===== src/rtl/cp0_pkg.sv =====
// Shared CP0 constants: register numbers, exception codes, field positions
// and the default exception vector.
package cp0_pkg;

  // CP0 register numbers (rd field, sel=0)
  localparam logic [4:0] CP0_BADVADDR = 5'd8;
  localparam logic [4:0] CP0_COUNT    = 5'd9;
  localparam logic [4:0] CP0_COMPARE  = 5'd11;
  localparam logic [4:0] CP0_STATUS   = 5'd12;
  localparam logic [4:0] CP0_CAUSE    = 5'd13;
  localparam logic [4:0] CP0_EPC      = 5'd14;

  // ExcCode values
  localparam logic [4:0] EXC_INT  = 5'd0;
  localparam logic [4:0] EXC_ADEL = 5'd4;
  localparam logic [4:0] EXC_ADES = 5'd5;
  localparam logic [4:0] EXC_SYS  = 5'd8;
  localparam logic [4:0] EXC_BP   = 5'd9;
  localparam logic [4:0] EXC_RI   = 5'd10;
  localparam logic [4:0] EXC_OV   = 5'd12;

  // Status field positions
  localparam int ST_IE    = 0;
  localparam int ST_EXL   = 1;
  localparam int ST_IM_LO = 8;
  localparam int ST_BEV   = 22;

  // Cause field positions
  localparam int CA_EXC_LO = 2;
  localparam int CA_IP_LO  = 8;
  localparam int CA_BD     = 31;

  localparam logic [31:0] STATUS_RESET       = 32'h0040_0000;
  localparam logic [31:0] DEFAULT_EXC_VECTOR = 32'hBFC0_0380;

  // Address-error exceptions are the only ones that latch BadVAddr
  function automatic logic is_addr_exc(input logic [4:0] code);
    return (code == EXC_ADEL) || (code == EXC_ADES);
  endfunction

endpackage


===== src/rtl/cp0_if.sv =====
// Pipeline <-> CP0 signal bundle. The pipeline is the master, CP0 the slave.
interface cp0_if #(
  parameter int NUM_HW_INT = 6
);
  logic                  exc_valid;
  logic [4:0]            exc_code;
  logic [31:0]           exc_pc;
  logic                  exc_bd;
  logic [31:0]           exc_badvaddr;
  logic                  eret;
  logic                  mtc0_we;
  logic [4:0]            cp0_addr;
  logic [31:0]           mtc0_wdata;
  logic [NUM_HW_INT-1:0] hw_int;
  logic [31:0]           mfc0_rdata;
  logic                  int_pending;
  logic                  flush;
  logic [31:0]           flush_pc;
  logic                  status_exl;

  modport master (
    output exc_valid, exc_code, exc_pc, exc_bd, exc_badvaddr, eret,
           mtc0_we, cp0_addr, mtc0_wdata, hw_int,
    input  mfc0_rdata, int_pending, flush, flush_pc, status_exl
  );

  modport slave (
    input  exc_valid, exc_code, exc_pc, exc_bd, exc_badvaddr, eret,
           mtc0_we, cp0_addr, mtc0_wdata, hw_int,
    output mfc0_rdata, int_pending, flush, flush_pc, status_exl
  );
endinterface


===== src/rtl/cp0_timer.sv =====
// Count/Compare timer: prescaler, free-running Count, Compare and the
// sticky timer interrupt TI.
module cp0_timer #(
  parameter int COUNT_DIV = 2
) (
  input  logic        clk,
  input  logic        resetn,
  input  logic        count_we_i,
  input  logic        compare_we_i,
  input  logic [31:0] wdata_i,
  output logic [31:0] count_o,
  output logic [31:0] compare_o,
  output logic        ti_o
);

  localparam int PW = (COUNT_DIV > 1) ? $clog2(COUNT_DIV) : 1;
  localparam logic [PW-1:0] PHASE_LAST = PW'(COUNT_DIV - 1);

  logic [PW-1:0] phase_q, phase_d;
  logic [31:0]   count_q, count_d;
  logic [31:0]   compare_q, compare_d;
  logic          ti_q, ti_d;
  logic          tick;

  assign tick = (phase_q == PHASE_LAST);

  // Next state: a Count write pre-empts the tick and restarts the prescaler;
  // a Compare write clears TI even if the same tick would have set it.
  always_comb begin
    phase_d   = phase_q;
    count_d   = count_q;
    compare_d = compare_q;
    ti_d      = ti_q;
    if (count_we_i) begin
      count_d = wdata_i;
      phase_d = '0;
    end else begin
      phase_d = tick ? '0 : phase_q + 1'b1;
      if (tick) begin
        count_d = count_q + 32'd1;
        if (count_q + 32'd1 == compare_q) ti_d = 1'b1;
      end
    end
    if (compare_we_i) begin
      compare_d = wdata_i;
      ti_d      = 1'b0;
    end
  end

  // Timer state registers
  always_ff @(posedge clk or negedge resetn) begin
    if (!resetn) begin
      phase_q   <= '0;
      count_q   <= '0;
      compare_q <= '0;
      ti_q      <= 1'b0;
    end else begin
      phase_q   <= phase_d;
      count_q   <= count_d;
      compare_q <= compare_d;
      ti_q      <= ti_d;
    end
  end

  assign count_o   = count_q;
  assign compare_o = compare_q;
  assign ti_o      = ti_q;

endmodule


===== src/rtl/cp0_unit.sv =====
// Coprocessor 0: Status/Cause/EPC/BadVAddr, precise exception entry and
// ERET, interrupt masking, mfc0 read mux and pipeline flush/redirect.
module cp0_unit
  import cp0_pkg::*;
#(
  parameter int          NUM_HW_INT = 6,
  parameter int          TIMER_EN   = 1,
  parameter int          COUNT_DIV  = 2,
  parameter logic [31:0] EXC_VECTOR = DEFAULT_EXC_VECTOR
) (
  input logic clk,
  input logic resetn,
  cp0_if.slave cp
);

  logic [5:0]  hw_ext;
  logic [5:0]  ip_hw_q, ip_hw_d;
  logic [1:0]  ip_sw_q, ip_sw_d;
  logic [7:0]  im_q, im_d;
  logic        exl_q, exl_d;
  logic        ie_q, ie_d;
  logic        bd_q, bd_d;
  logic [4:0]  exc_code_q, exc_code_d;
  logic [31:0] epc_q, epc_d;
  logic [31:0] badvaddr_q, badvaddr_d;

  logic        mtc0_take;
  logic [31:0] count, compare;
  logic        ti, ti_eff;
  logic [7:0]  cause_ip;
  logic [31:0] status_word, cause_word;

  // Zero-extend the external lines up to the six Cause.IP hardware bits
  for (genvar gi = 0; gi < 6; gi++) begin : g_hw_ext
    if (gi < NUM_HW_INT) begin : g_used
      assign hw_ext[gi] = cp.hw_int[gi];
    end else begin : g_tied
      assign hw_ext[gi] = 1'b0;
    end
  end

  // An mtc0 is dropped whenever an exception or ERET claims the cycle
  assign mtc0_take = cp.mtc0_we & ~cp.exc_valid & ~cp.eret;

  cp0_timer #(.COUNT_DIV(COUNT_DIV)) u_timer (
    .clk          (clk),
    .resetn       (resetn),
    .count_we_i   (mtc0_take && (cp.cp0_addr == CP0_COUNT)),
    .compare_we_i (mtc0_take && (cp.cp0_addr == CP0_COMPARE)),
    .wdata_i      (cp.mtc0_wdata),
    .count_o      (count),
    .compare_o    (compare),
    .ti_o         (ti)
  );

  assign ti_eff      = (TIMER_EN != 0) ? ti : 1'b0;
  assign cause_ip    = {ip_hw_q[5] | ti_eff, ip_hw_q[4:0], ip_sw_q};
  assign status_word = STATUS_RESET | {16'h0, im_q, 6'h0, exl_q, ie_q};
  assign cause_word  = {bd_q, 15'h0, cause_ip, 1'b0, exc_code_q, 2'b00};

  // mfc0 read mux; unimplemented registers read as zero
  always_comb begin
    cp.mfc0_rdata = 32'h0;
    case (cp.cp0_addr)
      CP0_BADVADDR: cp.mfc0_rdata = badvaddr_q;
      CP0_COUNT:    cp.mfc0_rdata = count;
      CP0_COMPARE:  cp.mfc0_rdata = compare;
      CP0_STATUS:   cp.mfc0_rdata = status_word;
      CP0_CAUSE:    cp.mfc0_rdata = cause_word;
      CP0_EPC:      cp.mfc0_rdata = epc_q;
      default:      cp.mfc0_rdata = 32'h0;
    endcase
  end

  // Next state: exception beats ERET beats mtc0; IP sampling always happens
  always_comb begin
    ip_hw_d    = hw_ext;
    ip_sw_d    = ip_sw_q;
    im_d       = im_q;
    exl_d      = exl_q;
    ie_d       = ie_q;
    bd_d       = bd_q;
    exc_code_d = exc_code_q;
    epc_d      = epc_q;
    badvaddr_d = badvaddr_q;
    if (cp.exc_valid) begin
      // Nested exceptions keep the EPC/BD of the outermost one
      if (!exl_q) begin
        epc_d = cp.exc_bd ? cp.exc_pc - 32'd4 : cp.exc_pc;
        bd_d  = cp.exc_bd;
      end
      exl_d      = 1'b1;
      exc_code_d = cp.exc_code;
      if (is_addr_exc(cp.exc_code)) badvaddr_d = cp.exc_badvaddr;
    end else if (cp.eret) begin
      exl_d = 1'b0;
    end else if (cp.mtc0_we) begin
      case (cp.cp0_addr)
        CP0_STATUS: begin
          im_d  = cp.mtc0_wdata[ST_IM_LO +: 8];
          exl_d = cp.mtc0_wdata[ST_EXL];
          ie_d  = cp.mtc0_wdata[ST_IE];
        end
        CP0_CAUSE: ip_sw_d = cp.mtc0_wdata[CA_IP_LO +: 2];
        CP0_EPC:   epc_d   = cp.mtc0_wdata;
        default:   ;
      endcase
    end
  end

  // Architectural register file
  always_ff @(posedge clk or negedge resetn) begin
    if (!resetn) begin
      ip_hw_q    <= '0;
      ip_sw_q    <= '0;
      im_q       <= '0;
      exl_q      <= 1'b0;
      ie_q       <= 1'b0;
      bd_q       <= 1'b0;
      exc_code_q <= '0;
      epc_q      <= '0;
      badvaddr_q <= '0;
    end else begin
      ip_hw_q    <= ip_hw_d;
      ip_sw_q    <= ip_sw_d;
      im_q       <= im_d;
      exl_q      <= exl_d;
      ie_q       <= ie_d;
      bd_q       <= bd_d;
      exc_code_q <= exc_code_d;
      epc_q      <= epc_d;
      badvaddr_q <= badvaddr_d;
    end
  end

  assign cp.int_pending = ie_q & ~exl_q & |(cause_ip & im_q);
  assign cp.flush       = cp.exc_valid | cp.eret;
  assign cp.flush_pc    = cp.exc_valid ? EXC_VECTOR : epc_q;
  assign cp.status_exl  = exl_q;

endmodule


===== src/flat_wrapper.sv =====
// flat-port wrapper written by rule: the top's interface ports become plain ports
module cp0_unit_flat import cp0_pkg::*;
#(
  parameter int          NUM_HW_INT = 6,
  parameter int          TIMER_EN   = 1,
  parameter int          COUNT_DIV  = 2,
  parameter logic [31:0] EXC_VECTOR = DEFAULT_EXC_VECTOR
)
  (clk, resetn, cp_exc_valid, cp_exc_code, cp_exc_pc, cp_exc_bd, cp_exc_badvaddr, cp_eret, cp_mtc0_we, cp_cp0_addr, cp_mtc0_wdata, cp_hw_int, cp_mfc0_rdata, cp_int_pending, cp_flush, cp_flush_pc, cp_status_exl);
  cp0_if #(.NUM_HW_INT(NUM_HW_INT)) cp_i ();
  input logic clk;
  input logic resetn;
  input wire logic [$bits(cp_i.exc_valid)-1:0] cp_exc_valid;
  input wire logic [$bits(cp_i.exc_code)-1:0] cp_exc_code;
  input wire logic [$bits(cp_i.exc_pc)-1:0] cp_exc_pc;
  input wire logic [$bits(cp_i.exc_bd)-1:0] cp_exc_bd;
  input wire logic [$bits(cp_i.exc_badvaddr)-1:0] cp_exc_badvaddr;
  input wire logic [$bits(cp_i.eret)-1:0] cp_eret;
  input wire logic [$bits(cp_i.mtc0_we)-1:0] cp_mtc0_we;
  input wire logic [$bits(cp_i.cp0_addr)-1:0] cp_cp0_addr;
  input wire logic [$bits(cp_i.mtc0_wdata)-1:0] cp_mtc0_wdata;
  input wire logic [$bits(cp_i.hw_int)-1:0] cp_hw_int;
  output wire logic [$bits(cp_i.mfc0_rdata)-1:0] cp_mfc0_rdata;
  output wire logic [$bits(cp_i.int_pending)-1:0] cp_int_pending;
  output wire logic [$bits(cp_i.flush)-1:0] cp_flush;
  output wire logic [$bits(cp_i.flush_pc)-1:0] cp_flush_pc;
  output wire logic [$bits(cp_i.status_exl)-1:0] cp_status_exl;
  assign cp_i.exc_valid = cp_exc_valid;
  assign cp_i.exc_code = cp_exc_code;
  assign cp_i.exc_pc = cp_exc_pc;
  assign cp_i.exc_bd = cp_exc_bd;
  assign cp_i.exc_badvaddr = cp_exc_badvaddr;
  assign cp_i.eret = cp_eret;
  assign cp_i.mtc0_we = cp_mtc0_we;
  assign cp_i.cp0_addr = cp_cp0_addr;
  assign cp_i.mtc0_wdata = cp_mtc0_wdata;
  assign cp_i.hw_int = cp_hw_int;
  assign cp_mfc0_rdata = cp_i.mfc0_rdata;
  assign cp_int_pending = cp_i.int_pending;
  assign cp_flush = cp_i.flush;
  assign cp_flush_pc = cp_i.flush_pc;
  assign cp_status_exl = cp_i.status_exl;
  cp0_unit #(.NUM_HW_INT(NUM_HW_INT), .TIMER_EN(TIMER_EN), .COUNT_DIV(COUNT_DIV), .EXC_VECTOR(EXC_VECTOR)) u_core (.clk(clk), .resetn(resetn), .cp(cp_i));
endmodule

===== config.mk =====
export PLATFORM = sky130hd
export DESIGN_NAME = cp0_unit_flat
export DESIGN_NICKNAME = d
export VERILOG_FILES = /design/src/rtl/cp0_pkg.sv /design/src/rtl/cp0_if.sv /design/src/rtl/cp0_timer.sv /design/src/rtl/cp0_unit.sv /design/src/flat_wrapper.sv
export SDC_FILE = /design/constraint.sdc
export NUM_CORES = 1
export LEC_CHECK = 0
export ABC_AREA = 1
export CORE_UTILIZATION = 45
export CTS_BUF_LIST = sky130_fd_sc_hd__clkbuf_2 sky130_fd_sc_hd__clkbuf_4 sky130_fd_sc_hd__clkbuf_8
export DETAILED_ROUTE_END_ITERATION = 8
export HOLD_SLACK_MARGIN = 0.05
export PLACE_DENSITY = 0.73
export SYNTH_ARGS = -nofsm -noshare
export SYNTH_HDL_FRONTEND = slang
export SYNTH_SLANG_ARGS = --single-unit
export TNS_END_PERCENT = 30

===== constraint.sdc =====
create_clock -name clk -period 2.5 [get_ports clk]
set_input_delay 0.25 -clock clk [delete_from_list [all_inputs] [get_ports clk]]
set_output_delay 0.25 -clock clk [all_outputs]
set_load 0.02 [all_outputs]

**After elaboration in Yosys (flattened, before gate mapping)**

Cells that the tools add are included.

- Flip-flop bits (word level): 154
- Bits of input ports: 118
- Output and inout bits: 67
- Logic and storage cells: 76

- Add/sub/neg operators: 3
- Equality and inequality tests: 12
- Multiplexer cells: 20
- Bitwise logic cells: 10
- Reduce and logical (&&, ||, !) cells: 18

Operators with widths:

| kind | number |
|---|---|
| $mux 32 | 9 |
| $pmux 32 s6 | 1 |
| $add 32x1->32 const B | 1 |
| $eq 32x32->1 | 1 |
| $sub 32x3->32 const B | 1 |
| $eq 5x4->1 const B | 6 |
| $reduce_and 4->1 | 3 |
| $eq 5x3->1 const B | 2 |
| $mux 1 | 10 |
| $reduce_bool 2->1 | 5 |
| $and 8x8->8 | 1 |
| $reduce_or 8->1 | 1 |
| $reduce_and 2->1 | 3 |
| $reduce_bool 3->1 | 2 |
| $and 1x1->1 | 4 |
| $ne 2x2->1 const B | 2 |
| $not 1->1 | 3 |
| $reduce_and 3->1 | 1 |
| $logic_and 1x1->1 | 2 |
| $ne 2x1->1 const B | 1 |
| $or 1x1->1 | 2 |
| $add 1x1->1 const B | 1 |
| $logic_or 1x1->1 | 1 |

**Logic depth before layout (Yosys ltp)**

Gate-level depths: netlist of the first run.

- Word-level depth: 6
- Mapped depth: 15

**By module**

From an unflattened synthesis of the first run, not the netlist that was laid out.

- Cell total of the unflattened synthesis: 1423
- Area, all modules: 9973.3 um^2

Modules (own cells, without submodules):

| module | times used | cells an instance | area an instance (um^2) | sequential area each (um^2) |
|---|---|---|---|---|
| cp0_unit | 1 | 786 | 5696.7 | 2202.1 |
| cp0_timer | 1 | 637 | 4276.6 | 1651.6 |

**Worst setup path before layout of the first run**

Ideal clock, no wire load.

- Path type: register to register
- From: register u_core.u_timer.count_q[0] (netlist: u_core.u_timer.count_o[0])
- To: register u_core.u_timer.ti_q (netlist: u_core.u_timer.ti_o)
- Library setup time: 73 ps
- Arrival time: 1806 ps
- Data required time: 2427 ps
- Path slack: 621 ps
- Cell stages (with the launch flop): 16
- Path buffers: 0
- Cell sequence: dfrtp_1 -> ha_1 -> nand2_2 -> nor2_4 -> nand2_4 -> nor2_4 -> nand2_2 -> nand2_1 -> nand2_1 -> nand2_1 -> nand2_1 -> nor2_1 -> nand2_1 -> nor2_1 -> nand3_1 -> a21oi_2

- Word-level cells in the longest chain between the ends: 4

Ends and longest elaborated chain:

| item | line | source |
|---|---|---|
| from (decl) | cp0_timer.sv:20 | `logic [31:0] count_q, count_d;` |
| from (signal assigned) | cp0_timer.sv:59 | `count_q <= count_d;` |
| $add 32x1->32 | cp0_timer.sv:41 | `if (count_q + 32'd1 == compare_q) ti_d = 1'b1;` |
| $eq 32x32->1 | cp0_timer.sv:41 |  |
| $reduce_bool 2->1 (no line) | - |  |
| $reduce_and 3->1 (no line) | - |  |
| to (signal assigned) | cp0_timer.sv:61 | `ti_q <= ti_d;` |
| to (decl) | cp0_timer.sv:22 | `logic ti_q, ti_d;` |

Every way passes these cells.
A chain may end at the register's enable or synchronous reset.

**Worst setup path after layout of the first run**

- From: input port cp_cp0_addr[3]
- To: output port cp_mfc0_rdata[10]

- Word-level cells in the longest chain between the ends: 2
- Elaborated cells on any way between the ends: 7
- Classes of those cells: eq/ne: 6; mux: 1

Ends and longest elaborated chain:

| item | line | source |
|---|---|---|
| from (decl) | flat_wrapper.sv:20 | `input wire logic [$bits(cp_i.cp0_addr)-1:0] cp_cp0_addr;` |
| $eq 5x4->1 | cp0_unit.sv:64 | `case (cp.cp0_addr)` |
| $pmux 32 s6 (*) | cp0_unit.sv:64 |  |
| to (decl) | flat_wrapper.sv:23 | `output wire logic [$bits(cp_i.mfc0_rdata)-1:0] cp_mfc0_rdata;` |

Every way passes the cells marked *; elsewhere a longest branch is shown, timed or not.

==> impl_results.md, run 1 <==
- Status: complete, no violations
- Die Y: 148 um
- Achievable frequency: roughly 410 MHz
- Routed len/inst: 19.6 um
- Cell area power density: 645 nW/um^2
- Final Hold Vio Count: 0
- HPWL after DPL: 27900 um
- Share of power burned in registers: 44.0%
- Critical path peak fanout: 9
- First-pass GRT wire length: ~54000 um
- CTS tree: built
- Layout cells sized above 1: 10.5%
- Seq cells post-synth: between 150 and 200
- Post-CTS setup buffer count: 0
- Slew Viols, Final: 0
- Max VDD drop: 0.000294 V
- Mean Syn Cell Area: 7.37 um^2
- Period minus WS final: 2.42 ns
- Cell Area, Synth: 9650 um^2
- Fillers: 1910
- Post-synth cell types: 46
- Internal cell power: just under 5000 uW
- Synth-to-layout area growth: 30.4%
- Vias in the first global route: 9649
- Die W: 148 um
- Via count: 10197
- CTS max path bufs: 2
- Multi-input logic area: between 4000 and 5000 um^2
- Top Ports: roughly 190
- Non-filler cells, final: 1809
- Die area: 22000 um^2
- WL final: ~35000 um
- Most used cell, CP: inv_1
- Final #Nets: 1641
- Clk pwr share: 23.0%
- Clock sink count: 154
- Area leader, netlist: dfrtp_1
- Total CTS buffers: 17
- Pleak: 0.00581 uW
- DRC: 0
- DRT Pass-1 Iters: 5
- Crit-path slowest cell: clkdlybuf4s50_1
- Slew Limit Headroom: 64.9%
- Combinational power share: 33.0%
- Syn Nets: 1429
- Post-layout util: 59.8%
- Clk slew on worst S/H paths: 0.09 ns
- Drt initial violations: 1021
- Global route overflow: 0
- Top_reg_cell synth: dfrtp_1
- Top cell type's share of synthesized area: 39.9%
- EDFF count, synth: 0
- RSZ-0062 raised after global routing: no
- Setup crit start kind: input pin
- Async set or reset register ratio after synthesis: 100%
- Vias/cell: 5.64
- Crit. End Element: primary output
- Post-Place Worst Slack: -0.217 ns
- Clock skew: ~0.020 ns
- Fin crit share: 96.9%
- Row cnt: 53
- Worst-Margin Slew: 0.525 ns
- Switching Share: 39.4%
- Sw Pwr: between 3000 and 4000 uW
- Post-synthesis cell count: 1309
- Worst-Skew Late Latency: 0.47 ns
- Placer Congestion: 0.960
- Setup violators final: 0
- Core ar.: ~21000 um^2
- Arrival time at the worst endpoint: roughly 2.2 ns
- CP required: about 2.3 ns
- Initial core utilization: 45.9%
- Initial antenna violation count: 0
- Max-Cap Viols: 0
- Max incr delay on CP: 0.48 ns
- Port Buffer Count: 184
- Critical path class: in2out
- Ant diodes: 0
- H-tree levels: 4
- CTS Root Cell: clkbuf_8
- Largest cells by area after synthesis: dfrtp_1, nand2_1, inv_1
- Final Worst Setup Slack: 0.0778 ns
- Inst Count DP: between 1500 and 2000
- Post-synthesis sequential area ratio: 39.9%
- GRT Total Usage: 32.8%
- Antenna viol nets, final: 0
- Hold Path Class: in2reg
- Yosys warns: 0
- Register area: between 3000 and 4000 um^2
- Crit-path cells: clkdlybuf4s50_1 > inv_1 > or2_2 > inv_1 > nand4_2 > inv_2 > buf_12 > a22oi_1 > o211ai_1 > dlygate4sd2_1
- Largest net degree at the start of global routing: 70
[what timing repair did]
item,in CTS,in global routing
resized for setup,31,11
endpoints found under the hold margin,115,0
hold buffers,1,0
endpoints found under the setup margin,31,11
pin swaps,0,0
[Yosys cell counts (3+ instances only)]
library cell,instances
nand3_2,3
o2111ai_1,4
o22ai_1,11
dfrtp_1,154
o21ai_1,7
mux2_2,32
a22oi_1,14
o21ai_0,97
o221ai_1,42
xnor2_1,9
nand3b_1,8
nor2_2,6
a221oi_1,15
nand3_1,89
nor3_1,6
nand4_1,5
nand2_1,327
buf_1,8
xor2_1,15
nor2_1,146
a21oi_1,24
a221o_1,8
o211ai_1,20
nand2_2,5
clkbuf_1,32
inv_2,7
nor2_4,6
buf_2,8
inv_1,177
[metrics by stage]
step | cell area [um^2] | total power, uW | TNS [ns] | hold WS (ns)
after detailed placement | 12200 | 6210 | -5.41 | 0.128
after CTS | 12600 | 8040 | -0.195 | 0.139
after floorplan | 9650 | 5010 | 0 | -0.0456
final | 12600 | 8110 | 0 | 0.156
after global routing | 12600 | 8540 | 0 | 0.171
after global placement | 12200 | 6140 | -5.00 | 0.127
[cell families after synthesis]
group,Yosys count,share of synthesized area [%]
fa+ha+maj,2,0.259
simple gates,612,27.0
buf+inv,232,9.13
mux,32,3.73
xor+xnor,27,2.89
compound gates,250,17.0
flops,154,39.9
[layout by cell type (no fill, tap or decap), types with 3 or more instances in the layout]
| master | netlist | routed |
|---|---|---|
| inv_2 | 7 | 8 |
| nand3b_1 | 8 | 8 |
| nand3_1 | 89 | 89 |
| inv_1 | 177 | 176 |
| o21ai_1 | 7 | 7 |
| o2111ai_1 | 4 | 4 |
| nand2_1 | 327 | 327 |
| o21ai_0 | 97 | 97 |
| nor3_1 | 6 | 6 |
| clkinvlp_4 | 0 | 3 |
| o22ai_1 | 11 | 11 |
| buf_12 | 0 | 12 |
| nor2_2 | 6 | 6 |
| clkbuf_8 | 0 | 18 |
| nand2_2 | 5 | 5 |
| o221ai_1 | 42 | 42 |
| xor2_1 | 15 | 15 |
| xnor2_1 | 9 | 9 |
| clkinv_4 | 0 | 4 |
| nand4_1 | 5 | 5 |
| a22oi_1 | 14 | 14 |
| nor2_4 | 6 | 7 |
| dfrtp_1 | 154 | 154 |
| buf_4 | 0 | 45 |
| mux2_2 | 32 | 32 |
| a221o_1 | 8 | 8 |
| clkdlybuf4s50_1 | 0 | 149 |
| a21oi_1 | 24 | 24 |
| dlygate4sd2_1 | 0 | 23 |
| clkdlybuf4s15_1 | 0 | 6 |
| a221oi_1 | 15 | 15 |
| nand3_2 | 3 | 3 |
| nor2_1 | 146 | 145 |
| o211ai_1 | 20 | 20 |
[sequential cells by signal, indices dropped and copies added (netlist names)]
name                      flops
u_core.ip_sw_q                2
u_core.bd_q                   1
u_core.ip_hw_q                6
u_core.cp.status_exl          1
u_core.u_timer.count_o       32
u_core.ie_q                   1
u_core.u_timer.ti_o           1
u_core.im_q                   8
u_core.epc_q                 32
u_core.badvaddr_q            32
u_core.u_timer.compare_o     32
u_core.exc_code_q             5
u_core.u_timer.phase_q        1
[final timing paths]
path | startpoint | slack (ns) | to | depth (start not counted)
setup / recovery | cp_cp0_addr[3] | 0.08 | cp_mfc0_rdata[10] | 10
hold / removal | cp_exc_valid | 0.16 | u_core.exc_code_q[4]$_DFFE_PN0P_ | 3
setup reg to reg | u_core.u_timer.count_o[4]$_DFFE_PN0N_ | 0.20 | u_core.u_timer.ti_o$_DFFE_PN0P_ | 14
hold reg to reg | u_core.u_timer.compare_o[18]$_DFFE_PN0P_ | 0.51 | u_core.u_timer.compare_o[18]$_DFFE_PN0P_ | 2
max in group asynchronous | resetn | 1.57 | u_core.epc_q[28]$_DFFE_PN0P_ | 3
min in group asynchronous | resetn | 0.20 | u_core.u_timer.compare_o[7]$_DFFE_PN0P_ | 2
[area by class of cell]
cell class	instances	share of cell area, %
Multi-Input combinational cell	923	39.1
Sequential cell	154	30.6
Timing Repair Buffer	241	19.0
Inverter	184	5.49
Tap cell	275	2.74
Clock buffer	20	2.09
Clock inverter	12	0.935
[critical path, delay by kind of cell]
kind / cells / cell delay [ns]
buffers and inverters: 6 / 1.23
and+or+nand+nor: 2 / 0.48
AOI/OAI and AO/OA: 2 / 0.22
[power groups by stage]
stage / Sequential [uW] / Clock [uW] / Combinational (uW)
floorplan: 3360 / 0 / 1640
global placement: 3560 / 0 / 2580
detailed placement: 3570 / 0 / 2640
CTS: 3530 / 1870 / 2640
global route: 3610 / 1970 / 2950
finish: 3570 / 1870 / 2680
[per-layer routing]
layer	GRT usage [%]	part of all wire, %
met5	0	0
met4	9.54	2.1
met3	6.38	9.7
met2	49.9	44
met1	47.1	44
No activity file was read; power rests on OpenSTA's default activity.
==> run 2: changes to the inputs <==
Settings changed: CAP_MARGIN set to 20, CORE_UTILIZATION 45 to 40, PLACE_DENSITY 0.73 to 0.66.
==> run 2 against run 1 <==
  * Routed wire length down 1.8%
  * Non-clock buffer count up 5
  * Sequential power about the same
  * Largest power group unchanged
==> impl_results.md, run 2 (synthesis gave the netlist of run 1 again) <==
- Commonest non-fill, non-tap cell in the layout: nand2_1 (unchanged)
- Placer Congestion: 0.975 (was 0.960)
- Hold Path Class: in2reg (unchanged)
- Worst-Margin Slew: 0.549 ns (was 0.525 ns)
- Clock sink count: 154 (unchanged)
- Reg2reg end: u_core.u_timer.ti_o$_DFFE_PN0P_ (unchanged)
- Reg2reg setup slack: 0.18 ns (was 0.20 ns)
- Period minus WS final: 2.41 ns (was 2.42 ns)
- H-tree levels: 4 (unchanged)
- Port Buffer Count: 184 (unchanged)
- Final Hold Vio Count: 0 (unchanged)
- Worst R2R Start: u_core.u_timer.count_o[3]$_DFFE_PN0N_ (was u_core.u_timer.count_o[4]$_DFFE_PN0N_)
- Vias/cell: 5.38 (was 5.64)
- Clock skew: 0.0128 ns (was 0.0203 ns)
- Row cnt: 56 (was 53)
- RSZ-0062 raised after global routing: no (unchanged)
- Non-filler cells, final: 1858 (was 1809)
- Synth-to-layout area growth: 31.4% (was 30.4%)
- Ant diodes: 0 (unchanged)
- Largest net degree at the start of global routing: 66 (was 70)
- Final #Nets: 1646 (was 1641)
- Critical path peak fanout: 10 (was 9)
- Pleak: 0.00585 uW (was 0.00581 uW)
- Status: complete, no violations (unchanged)
- Core ar.: 23500 um^2 (was 21000 um^2)
- Post-CTS setup buffer count: 0 (unchanged)
- Setup crit start kind: input pin (unchanged)
- DRC: 0 (unchanged)
- DRT Pass-1 Iters: 5 (unchanged)
- CTS max path bufs: 2 (unchanged)
- Placed cell areas: 12300 um^2 (was 12200 um^2)
- Achievable frequency: 416 MHz (was 413 MHz)
- Setup violators final: 0 (unchanged)
- Critical Path Source: cp_cp0_addr[3] (unchanged)
- Fillers: 2305 (was 1910)
- Initial core utilization: 41.0% (was 45.9%)
- CP required: 2.25 ns (about the same)
- Reg2Reg Depth: 14 (unchanged)
- WHS: 0.208 ns (was 0.156 ns)
- Worst-Skew Late Latency: 0.47 ns (about the same)
- Commonest cells after routing, fill and taps aside: nand2_1, inv_1, dfrtp_1 (unchanged)
- Global route overflow: 0 (unchanged)
- Die W: 157 um (was 148 um)
- CTS Root Cell: clkbuf_8 (unchanged)
- HPWL after DPL: 27700 um (was 27900 um)
- Internal cell power: 5000 uW (was 4920 uW)
- Clk pwr share: 24.5% (was 23.0%)
- Antenna viol nets, final: 0 (unchanged)
- Crit. End Element: primary output (unchanged)
- Max VDD drop: 0.000316 V (was 0.000294 V)
- Vias in the first global route: 9497 (was 9649)
- Hold Path End: u_core.cp.status_exl$_DFFE_PN0P_ (was u_core.exc_code_q[4]$_DFFE_PN0P_)
- Drt initial violations: 700 (was 1021)
- Fin crit share: 96.2% (was 96.9%)
- Slew Limit Headroom: 63.4% (was 64.9%)
- Via count: 9990 (was 10197)
- Cell area power density: 650 nW/um^2 (was 645 nW/um^2)
- Hold path startpoint: cp_exc_valid (unchanged)
- First-pass GRT wire length: 53900 um (was 54000 um)
- Total CTS buffers: 17 (unchanged)
- Critical path class: in2out (unchanged)
- Inst Count DP: 1825 (was 1776)
- Combinational power share: 32.3% (was 33.0%)
- Max-Cap Viols: 0 (unchanged)
- Top Ports: 185 (unchanged)
- Final instance area: 12700 um^2 (was 12600 um^2)
- Slew Viols, Final: 0 (unchanged)
- GRT Total Usage: 29.2% (was 32.8%)
- Sw Pwr: 3230 uW (was 3190 uW)
- CTS tree: built (unchanged)
- Clk slew on worst S/H paths: 0.10 ns (was 0.09 ns)
- Switching Share: 39.2% (was 39.4%)
- Hold path cells: 3 (unchanged)
- Layout cells sized above 1: 10.9% (was 10.5%)
- Share of power burned in registers: 43.3% (was 44.0%)
- WL final: 34800 um (was 35400 um)
- Initial antenna violation count: 0 (unchanged)
- Die Y: 157 um (was 148 um)
- Arrival time at the worst endpoint: 2.16 ns (was 2.17 ns)
- Routed len/inst: 18.7 um (was 19.6 um)
- Die area: 24700 um^2 (was 22000 um^2)
[run 2: cell count changes in the layout (fill, tap and decap cells not counted), moves of 2 or more]
cell / change
dlygate4sd2_1: +7
clkbuf_4: -2
inv_6: +6
inv_8: +2
buf_4: +7
clkinv_4: -3
clkinvlp_4: -2
clkdlybuf4s15_1: -6
[run 2: cell type report]
type                       count  area, um^2  share of cell area, %
tap                          319         399                   3.15
clock inverter                15         176                   1.39
timing repair buffer         246        2400                   19.0
multi-input combinational    923        4920                   38.8
clock buffer                  17         234                   1.85
inverter                     184         691                   5.45
sequential                   154        3850                   30.4
[run 2: how the worst max path moves through the flow]
stage | end | cells after the start
6_report | cp_mfc0_rdata[21] | 9
5_1_grt | cp_mfc0_rdata[13] | 9
4_1_cts | cp_int_pending | 7
3_5_place_dp | cp_mfc0_rdata[17] | 8
3_3_place_gp | cp_mfc0_rdata[19] | 8
2_1_floorplan | u_core.u_timer.ti_o$_DFFE_PN0P_ | 15
[run 2: layer usage]
metal | wire length [um] | up-vias | part of all wire (%) | global-route usage, %
met2 | 15400 | 415 | 44 | 44.6
met3 | 2610 | 40 | 7.5 | 5.73
li1 | - | 4793 | - | -
met5 | 0 | - | 0 | 0
met4 | 586 | 0 | 1.7 | 7.21
met1 | 16100 | 4742 | 46 | 42.3
[run 2: timing repair]
action,in CTS,in global routing
endpoints found under the setup margin,30,1
gates resized for setup,31,1
endpoints found under the hold margin,50,0
hold buffers,1,0
pin swaps,0,0
[run 2: per-stage QoR]
step / setup TNS (ns) / total power (uW) / utilization (%) / setup slack [ns]
global route: 0 / 8700 / 53.8 / 0.0140
CTS: 0 / 8220 / 53.8 / 0.0721
detailed placement: -4.20 / 6220 / 52.2 / -0.242
finish: 0 / 8230 / 53.8 / 0.0949
global placement: -4.42 / 6170 / 52.2 / -0.263
floorplan: 0 / 5010 / - / 0.621
[run 2: power by group through the flow]
stage | clock (uW) | combinational (uW) | sequential, uW
detailed placement | 0 | 2650 | 3570
CTS | 2050 | 2640 | 3530
floorplan | 0 | 1640 | 3360
global placement | 0 | 2600 | 3570
finish | 2010 | 2660 | 3560
global route | 2140 | 2950 | 3620
[run 2: critical path, stage by stage]
cell and delay (ns):
clkdlybuf4s50_1 0.47, inv_1 0.04, or2_2 0.31, nor2_1 0.21, buf_4 0.21, buf_12 0.13
nand2_1 0.06, o2111ai_1 0.09, dlygate4sd2_1 0.39
